## src/rtl/fib_pkg.sv

```systemverilog
// fib_pkg: shared definitions for the Fibonacci stack controller, datapath
// and call-frame stack.
//   - DATA_W       : width of one stack word
//   - FRAME_WORDS  : words per recursive call frame (flag, return code, n)
//   - frame_word_e : order in which a frame's words are pushed
//                    (popped in reverse)
//   - push_src_e   : select encoding of the datapath mux feeding dataIn
//   - stack_op_e   : resolved stack action for one cycle, plus the helper
//                    decode_op() that resolves push/pop against empty/full
package fib_pkg;

  localparam int DATA_W      = 16;
  localparam int FRAME_WORDS = 3;

  typedef enum logic [1:0] {
    WORD_FLAG = 2'd0,
    WORD_RET  = 2'd1,
    WORD_N    = 2'd2
  } frame_word_e;

  typedef enum logic [1:0] {
    PUSH_SRC_FLAG = 2'd0,
    PUSH_SRC_N    = 2'd1,
    PUSH_SRC_RET  = 2'd2
  } push_src_e;

  typedef enum logic [2:0] {
    OP_IDLE    = 3'd0,
    OP_PUSH    = 3'd1,
    OP_POP     = 3'd2,
    OP_REPLACE = 3'd3,
    OP_OVF     = 3'd4,
    OP_UNF     = 3'd5
  } stack_op_e;

  // Push+pop on an empty stack degrades to a plain push; push+pop on a
  // full stack is a legal replace. Only a lone push on full or a lone pop
  // on empty is an error.
  function automatic stack_op_e decode_op(input logic push, input logic pop,
                                          input logic empty, input logic full);
    stack_op_e op;
    op = OP_IDLE;
    if (push && pop) begin
      op = empty ? OP_PUSH : OP_REPLACE;
    end else if (push) begin
      op = full ? OP_OVF : OP_PUSH;
    end else if (pop) begin
      op = empty ? OP_UNF : OP_POP;
    end
    return op;
  endfunction

endpackage

```

## src/rtl/fib_stack_ram.sv

```systemverilog
// stack_ram: DEPTH x DATA_W register array backing the call-frame stack.
// One synchronous write port, one asynchronous read port, so the top of
// stack is available in the same cycle the pointer addresses it.
// Contents are not reset.
//   clk   : write clock
//   we    : write enable
//   waddr : write address
//   wdata : write data
//   raddr : read address
//   rdata : read data (combinational)
module stack_ram
  import fib_pkg::*;
#(
  parameter int DATA_W = fib_pkg::DATA_W,
  parameter int DEPTH  = 48,
  parameter int PTR_W  = 6
) (
  input  logic              clk,
  input  logic              we,
  input  logic [PTR_W-1:0]  waddr,
  input  logic [DATA_W-1:0] wdata,
  input  logic [PTR_W-1:0]  raddr,
  output logic [DATA_W-1:0] rdata
);

  logic [DATA_W-1:0] mem [DEPTH];

  always_ff @(posedge clk) begin
    if (we && (waddr < PTR_W'(DEPTH))) begin
      mem[waddr] <= wdata;
    end
  end

  // Out-of-range addresses read as zero instead of an undefined element.
  always_comb begin
    rdata = '0;
    if (raddr < PTR_W'(DEPTH)) begin
      rdata = mem[raddr];
    end
  end

endmodule

```

## src/rtl/fib_stack.sv

```systemverilog
// fib_stack: LIFO of call-frame words for the Fibonacci controller.
// Each recursive call pushes a flag, return selector and n word; the top
// of stack is exposed combinationally so a pop and the consumer's load
// can share a cycle. A word-in-frame counter and a frame counter track
// completed frames without a divider.
//   clk       : clock, all state changes on the rising edge
//   rstN      : synchronous active-low reset (pointer, counters, flags only)
//   push      : write dataIn on top this edge
//   pop       : discard the top word this edge
//   dataIn    : word to push
//   dataOut   : current top word, 0 when empty
//   empty     : no words stored
//   full      : DEPTH words stored
//   count     : number of stored words
//   frames    : number of completed 3-word frames
//   overflow  : sticky, push attempted while full
//   underflow : sticky, pop attempted while empty
module fib_stack
  import fib_pkg::*;
#(
  parameter int DATA_W = fib_pkg::DATA_W,
  parameter int DEPTH  = 48,
  parameter int PTR_W  = 6
) (
  input  logic              clk,
  input  logic              rstN,
  input  logic              push,
  input  logic              pop,
  input  logic [DATA_W-1:0] dataIn,
  output logic [DATA_W-1:0] dataOut,
  output logic              empty,
  output logic              full,
  output logic [PTR_W-1:0]  count,
  output logic [PTR_W-1:0]  frames,
  output logic              overflow,
  output logic              underflow
);

  localparam logic [1:0] WC_LAST = 2'(FRAME_WORDS - 1);

  logic [PTR_W-1:0] sp_q, sp_d;
  logic [1:0]       wc_q, wc_d;
  logic [PTR_W-1:0] fc_q, fc_d;
  logic             ovf_q, ovf_d;
  logic             unf_q, unf_d;

  stack_op_e         op;
  logic              ram_we;
  logic [PTR_W-1:0]  ram_waddr;
  logic [PTR_W-1:0]  ram_raddr;
  logic [DATA_W-1:0] ram_rdata;
  logic [PTR_W-1:0]  top_idx;

  stack_ram #(
    .DATA_W (DATA_W),
    .DEPTH  (DEPTH),
    .PTR_W  (PTR_W)
  ) u_ram (
    .clk   (clk),
    .we    (ram_we),
    .waddr (ram_waddr),
    .wdata (dataIn),
    .raddr (ram_raddr),
    .rdata (ram_rdata)
  );

  assign empty     = (sp_q == '0);
  assign full      = (sp_q == PTR_W'(DEPTH));
  assign count     = sp_q;
  assign frames    = fc_q;
  assign overflow  = ovf_q;
  assign underflow = unf_q;

  // Index of the top word; pinned to 0 when empty so the read address
  // never wraps.
  assign top_idx   = empty ? '0 : (sp_q - PTR_W'(1));
  assign ram_raddr = top_idx;
  assign dataOut   = empty ? '0 : ram_rdata;

  always_comb begin
    op        = decode_op(push, pop, empty, full);
    sp_d      = sp_q;
    wc_d      = wc_q;
    fc_d      = fc_q;
    ovf_d     = ovf_q;
    unf_d     = unf_q;
    ram_we    = 1'b0;
    ram_waddr = sp_q;

    unique case (op)
      OP_PUSH: begin
        ram_we    = 1'b1;
        ram_waddr = sp_q;
        sp_d      = sp_q + PTR_W'(1);
        // Third word closes a frame.
        if (wc_q == WC_LAST) begin
          wc_d = 2'd0;
          fc_d = fc_q + PTR_W'(1);
        end else begin
          wc_d = wc_q + 2'd1;
        end
      end
      OP_POP: begin
        sp_d = sp_q - PTR_W'(1);
        // Popping into the previous frame breaks it open again.
        if (wc_q == 2'd0) begin
          wc_d = WC_LAST;
          fc_d = fc_q - PTR_W'(1);
        end else begin
          wc_d = wc_q - 2'd1;
        end
      end
      OP_REPLACE: begin
        ram_we    = 1'b1;
        ram_waddr = top_idx;
      end
      OP_OVF:  ovf_d = 1'b1;
      OP_UNF:  unf_d = 1'b1;
      default: ;
    endcase
  end

  always_ff @(posedge clk) begin
    if (!rstN) begin
      sp_q  <= '0;
      wc_q  <= 2'd0;
      fc_q  <= '0;
      ovf_q <= 1'b0;
      unf_q <= 1'b0;
    end else begin
      sp_q  <= sp_d;
      wc_q  <= wc_d;
      fc_q  <= fc_d;
      ovf_q <= ovf_d;
      unf_q <= unf_d;
    end
  end

endmodule

```

## config.mk

```make
export PLATFORM = sky130hd
export DESIGN_NAME = fib_stack
export DESIGN_NICKNAME = d
export VERILOG_FILES = /design/src/rtl/fib_pkg.sv /design/src/rtl/fib_stack_ram.sv /design/src/rtl/fib_stack.sv
export SDC_FILE = /design/constraint.sdc
export NUM_CORES = 1
export LEC_CHECK = 0
export ABC_AREA = 0
export BUFFER_PORTS_ARGS = -buffer_cell sky130_fd_sc_hd__buf_2
export CAP_MARGIN = 10
export CORE_MARGIN = 2
export CORE_UTILIZATION = 57
export CTS_CLUSTER_DIAMETER = 50
export DETAILED_ROUTE_END_ITERATION = 16
export PLACE_DENSITY = 0.85
export SLEW_MARGIN = 10
export SYNTH_ARGS = -nofsm -noshare
export SYNTH_HDL_FRONTEND = slang
export SYNTH_SLANG_ARGS = --single-unit
```

## constraint.sdc

```tcl
create_clock -name clk -period 4.8 [get_ports clk]
set_input_delay 0.72 -clock clk [delete_from_list [all_inputs] [get_ports clk]]
set_output_delay 0.72 -clock clk [all_outputs]
set_load 0.02 [all_outputs]
```

# Yosys cells after proc, flatten, opt, wreduce, memory -nomap -nowiden
# Memories as Yosys holds them, arrays and structs flattened.
# Index checks and enable logic that the tools add are counted.
[op_classes]
n_addsub = 6
order_cmp = 2
n_eq_ne = 9
n_reduce_logical = 7
mux = 20
[op_table]
columns = ["cell", "count"]
rows = [
  ["2-to-1 mux 16 bit", 2],
  ["2-to-1 mux 6 bit", 4],
  ["one-hot mux 6 bit (2 select lines)", 2],
  ["2-to-1 mux 3 bit", 5],
  ["adder 6 x 1 -> 6 bit, second input constant", 2],
  ["< comparator 6 bit, second input constant", 2],
  ["subtractor 6 x 1 -> 6 bit, second input constant", 2],
  ["equality test 3 x 2 -> 1 bit, second input constant", 2],
  ["equality test 3 bit, second input constant", 2],
  ["equality test 6 bit, second input constant", 1],
  ["logical NOT 6 bit", 1],
  ["2-to-1 mux 2 bit", 3],
  ["!= test 2 bit, second input constant", 2],
  ["one-hot mux 2 bit (2 select lines)", 1],
  ["equality test 3 x 1 -> 1 bit, second input constant", 1],
  ["2-to-1 mux 1 bit", 3],
  ["AND reduction 3 bit", 1],
  ["adder 2 x 1 -> 2 bit, second input constant", 1],
  ["equality test 2 bit, second input constant", 1],
  ["logical AND 1 bit", 2],
  ["logical NOT 2 bit", 1],
  ["nonzero test 2 bit", 1],
  ["OR reduction 2 bit", 1],
  ["subtractor 2 x 1 -> 2 bit, second input constant", 1],
]
[word_totals]
reg_bits = 16
memories = 1
input_bits = 20
elab_cells = 50
mem_bits_rw = 768
output_inout_bits = 32
[memory_table]
columns = ["name", "words", "width", "rd", "rd_ports_with_merged_regs", "wr", "line_no", "text"]
rows = [
  ["u_ram.mem", 48, 16, 1, 0, 1, "fib_stack_ram.sv:26", "logic [DATA_W-1:0] mem [DEPTH];"],
]

# Longest topological paths before layout
[logic_depth]
word_depth = 11
ltp_mapped = 18
ltp_nobuf = 11

# By module
# From an unflattened synthesis, not the netlist that was laid out.
[hier_totals]
hier_cells = 1525
area_unflattened_um2 = 31088.6
[by_module_without_submodules]
columns = ["mod", "seq_area_each_um2", "area_each_um2", "cells_each", "n_inst"]
rows = [
  ["stack_ram", 23062.1, 29744.8, 1353, 1],
  ["fib_stack", 320.3, 1343.8, 172, 1],
]

# Least setup slack after synthesis
# No wires, ideal clock.
[synth_timing]
path_type = "register to output"
start = "register sp_q[0] (netlist: count[0])"
end = "output port dataOut[14]"
required_ps = 4080
n_path_buf = 8
path_stages_with_launch = 17
setup_slack_ps = -312
t_arrival_ps = 4392
cell_sequence = "dfxtp_1 clkbuf_1 inv_2 buf_2 clkbuf_1 clkbuf_1 ha_1 buf_4 o31ai_2 o21ai_1 buf_2 buf_1 buf_2 nand3_1 o2111ai_1 o211ai_1 a2111oi_0"
[synth_between]
elab_chain_len = 5
elab_cells_between_ends = 7
classes_between = "add/sub: 1; order compare: 1; mux: 3; reduce/logical: 1; memory: 1"
[synth_rtl]
columns = ["item", "line_no", "text"]
rows = [
  ["from (decl)", "fib_stack.sv:41", "logic [PTR_W-1:0] sp_q, sp_d;"],
  ["from (signal assigned)", "fib_stack.sv:131", "sp_q <= sp_d;"],
  ["subtractor 6 x 1 -> 6 bit or logical NOT 6 bit (tied branches)", "fib_stack.sv:76, fib_stack.sv:67", ""],
  ["2-to-1 mux 6 bit", "fib_stack.sv:76", "assign top_idx = empty ? '0 : (sp_q - PTR_W'(1));"],
  ["memory read (48 x 16 bit) or < comparator 6 bit (tied branches)", "-", ""],
  ["2-to-1 mux 16 bit", "fib_stack_ram.sv:37", "if (raddr < PTR_W'(DEPTH)) begin"],
  ["2-to-1 mux 16 bit (*)", "fib_stack.sv:78", "assign dataOut = empty ? '0 : ram_rdata;"],
  ["to (decl)", "fib_stack.sv:30", "output logic [DATA_W-1:0] dataOut,"],
]
# Mark *: on every way between the ends. The rest lies on a longest branch, timed or not.

# Final worst setup path
[layout_timing]
start = "register sp_q[1] (netlist: count[1])"
end = "output port dataOut[15]"
# The elaborated chain is that of the path after synthesis.

==> qor.yml <==
status: "finished, final reports clean"
gr-usage-all-layers_pct: 30.0
vias: 21200
grt_max_degree: 129
core-area_sq_um: 55300
hold_violations: 0
routed_via_density: 6.75
synth.avg_cell_area_sq_um: 14.3
finalWeightedCongestion: 0.952
drt-initial-drc-count: 3169
dp_slack_ps: 329
synth_top_flop_cell: "edfxtp_1"
fillers: 3663
wl_microns: 87200
die-area_sq_um: 58100
port_buffers: 51
whs_ps: 355
synth_common_cells: "edfxtp_1, nand2_1, a21oi_1"
p_leak_uw: 0.0120
hold_path_class: "primary input to flip-flop"
drc_errors: 0
required_ps: 4080
clk_latency_ps: 630
timing.final.crit_share_pct: 99.7
setup_viol_count_final: 0
tns_ps: 0
synth_top_area_share_pct: 72.0
cts_max_path_buffers: 3
synth_area_sq_um: 32000
final_max_slew_viol_count: 0
drive_above_1_share_pct: 16.0
dp_hpwl_microns: 49600
ys_seq_elements: 784
total_power_uw: 22300
synth_nets: 2267
cts_max_level: 3
cts_tree: "yes"
max_cap_viol_count: 0
fin_cells: 3143
path_clk_slew_ps: 60
seqCellArea_sq_um: 23400
synth-seq-area-share_pct: 73.0
synthCells: 2240
die-width_microns: 241
slew_headroom_pct: 17.6
die_h_microns: 241
cts_sinks: 784
drt_pre_antenna_iters: 9
synth_edf_count: 768
io_pins: 52
critical_path_class: "flip-flop to primary output"
synthArstFlopShare_pct: 0
ir_worst_vdd_mv: 0.708
worstPathMaxFanout: 35
synth_top_area_cell: "edfxtp_1"
synth.area.top_cells: "edfxtp_1, nand2_1, mux2i_1"
endpoint_kind: "primary output"
grt_pass1_vias: 20200
wl_per_cell_microns: 27.7
dp_cells: 2987
fmax_ghz: 0.209
rows: 86
yosysMostFrequentCell: "edfxtp_1"
antenna_found_initial: 2
fin_ws_ps: 12.9
fin_nets: 2361
grt_pass1_wl_microns: 127000
antennaDiodeCount: 0
numCtsBuffers: 82
cts-hold-fix-buffers: 0
grt_overflow: 0
yosysWarnings: 0
multi_input_area_sq_um: 8220
yosysUniqueCellTypes: 64
syn_to_final_growth_pct: 13.7
finalClockSkew_ps: 17.6
ant_nets: 0
start_util_pct: 57.9
powerDensity_nw_per_um2: 612
worst_slew_pin_slew_ps: 1240
worst-endpoint-arrival_ps: 4070
timing.final.crit_period_ps: 4790
root_buffer: "clkbuf_16"
crit_path_start_kind: "flip-flop"
==> stage by stage <==
step,utilization [%],area (sq um)
floorplan,-,32100
global placement,60.8,33600
detailed placement,60.8,33600
CTS,65.6,36300
global route,65.8,36400
finish,65.8,36400
==> path summary, 6_finish.rpt <==
kind / from / to / slack (ps) / cells after the start
hold reg to reg: underflow / underflow / 480 / 2
hold / removal: rstN / count[4] / 360 / 3
setup / recovery: count[1] / dataOut[15] / 10 / 13
setup reg to reg: count[1] / u_ram.mem[6][9] / 740 / 9
==> routing by layer <==
layer	GRT usage, %	vias to the layer above	routed length, microns	part of all wire, %
li1	-	8904	-	-
met1	38.8	10400	30300	35
met2	49.3	1616	42900	49
met3	5.81	256	9820	11
met4	14.1	4	4140	4.7
met5	0	-	24	0.028
==> layout by cell type, fill, tap and decap left out, types with 6 or more instances in the layout <==
cell type	instances
nor3_1	10
clkbuf_1	12
nand2b_1	7
clkinv_1	16
buf_2	51
buf_12	8
a221o_1	31
mux2_2	32
nand4_1	28
or3_1	14
mux2i_1	114
edfxtp_1	768
inv_1	9
o21ai_0	27
nand3_1	75
nor4_2	15
a221oi_1	33
a31oi_1	43
nor2_1	82
bufinv_16	6
o22ai_1	49
a211oi_1	16
mux4_2	17
and3_1	22
a21oi_1	179
dfxtp_1	13
nand2_1	372
ha_1	6
clkbuf_16	86
clkinv_2	15
o32ai_1	15
o32a_1	16
o41ai_1	10
buf_4	102
==> registers in the layout, indices dropped and copies added, names as in the netlist <==
register / count
u_ram.mem: 768
count: 6
frames: 6
wc_q: 2
overflow: 1
underflow: 1
==> what timing repair did <==
action,CTS,global route
buffers inserted,3,7
hold endpoints to repair,0,0
resized for setup,9,14
setup endpoints to repair,16,16
pin swaps,1,0
==> worst max-delay path, cell delays in order, from the launching register on <==
cell      delay [ps]
dfxtp_1          310
inv_1            130
ha_2             290
buf_4            260
nand2b_1         210
a21boi_4         340
buf_12           260
buf_12           200
buf_4            160
a21oi_1           50
o32ai_1          520
o32a_1           380
nor4_2            90
buf_2            190
==> logic make-up (layout without fill, tap and decap cells) <==
kind of cell	after synthesis	count (layout)	share of synthesized area, %
compound gates	469	469	9.74
xor+xnor	9	9	0.246
fa+ha+maj	7	7	0.273
buf+inv	165	320	2.18
flops	784	784	73.0
mux	163	163	5.88
simple gates	643	643	8.69
==> power breakdown <==
part           switching [uW]  leakage, uW  internal (uW)
clock                    2610      0.00128           3590
combinational            5640      0.00372           2600
sequential                105      0.00704           7740
total                    8350       0.0120          13900
==> layout make-up <==
type	count	area share, %
inverter	11	0.117
sequential	784	64.2
multi-input combinational	1291	22.6
clock buffer	98	6.03
clock inverter	47	1.13
timing repair buffer	164	3.36
tap	748	2.57
(Power assumes the default switching activity.)
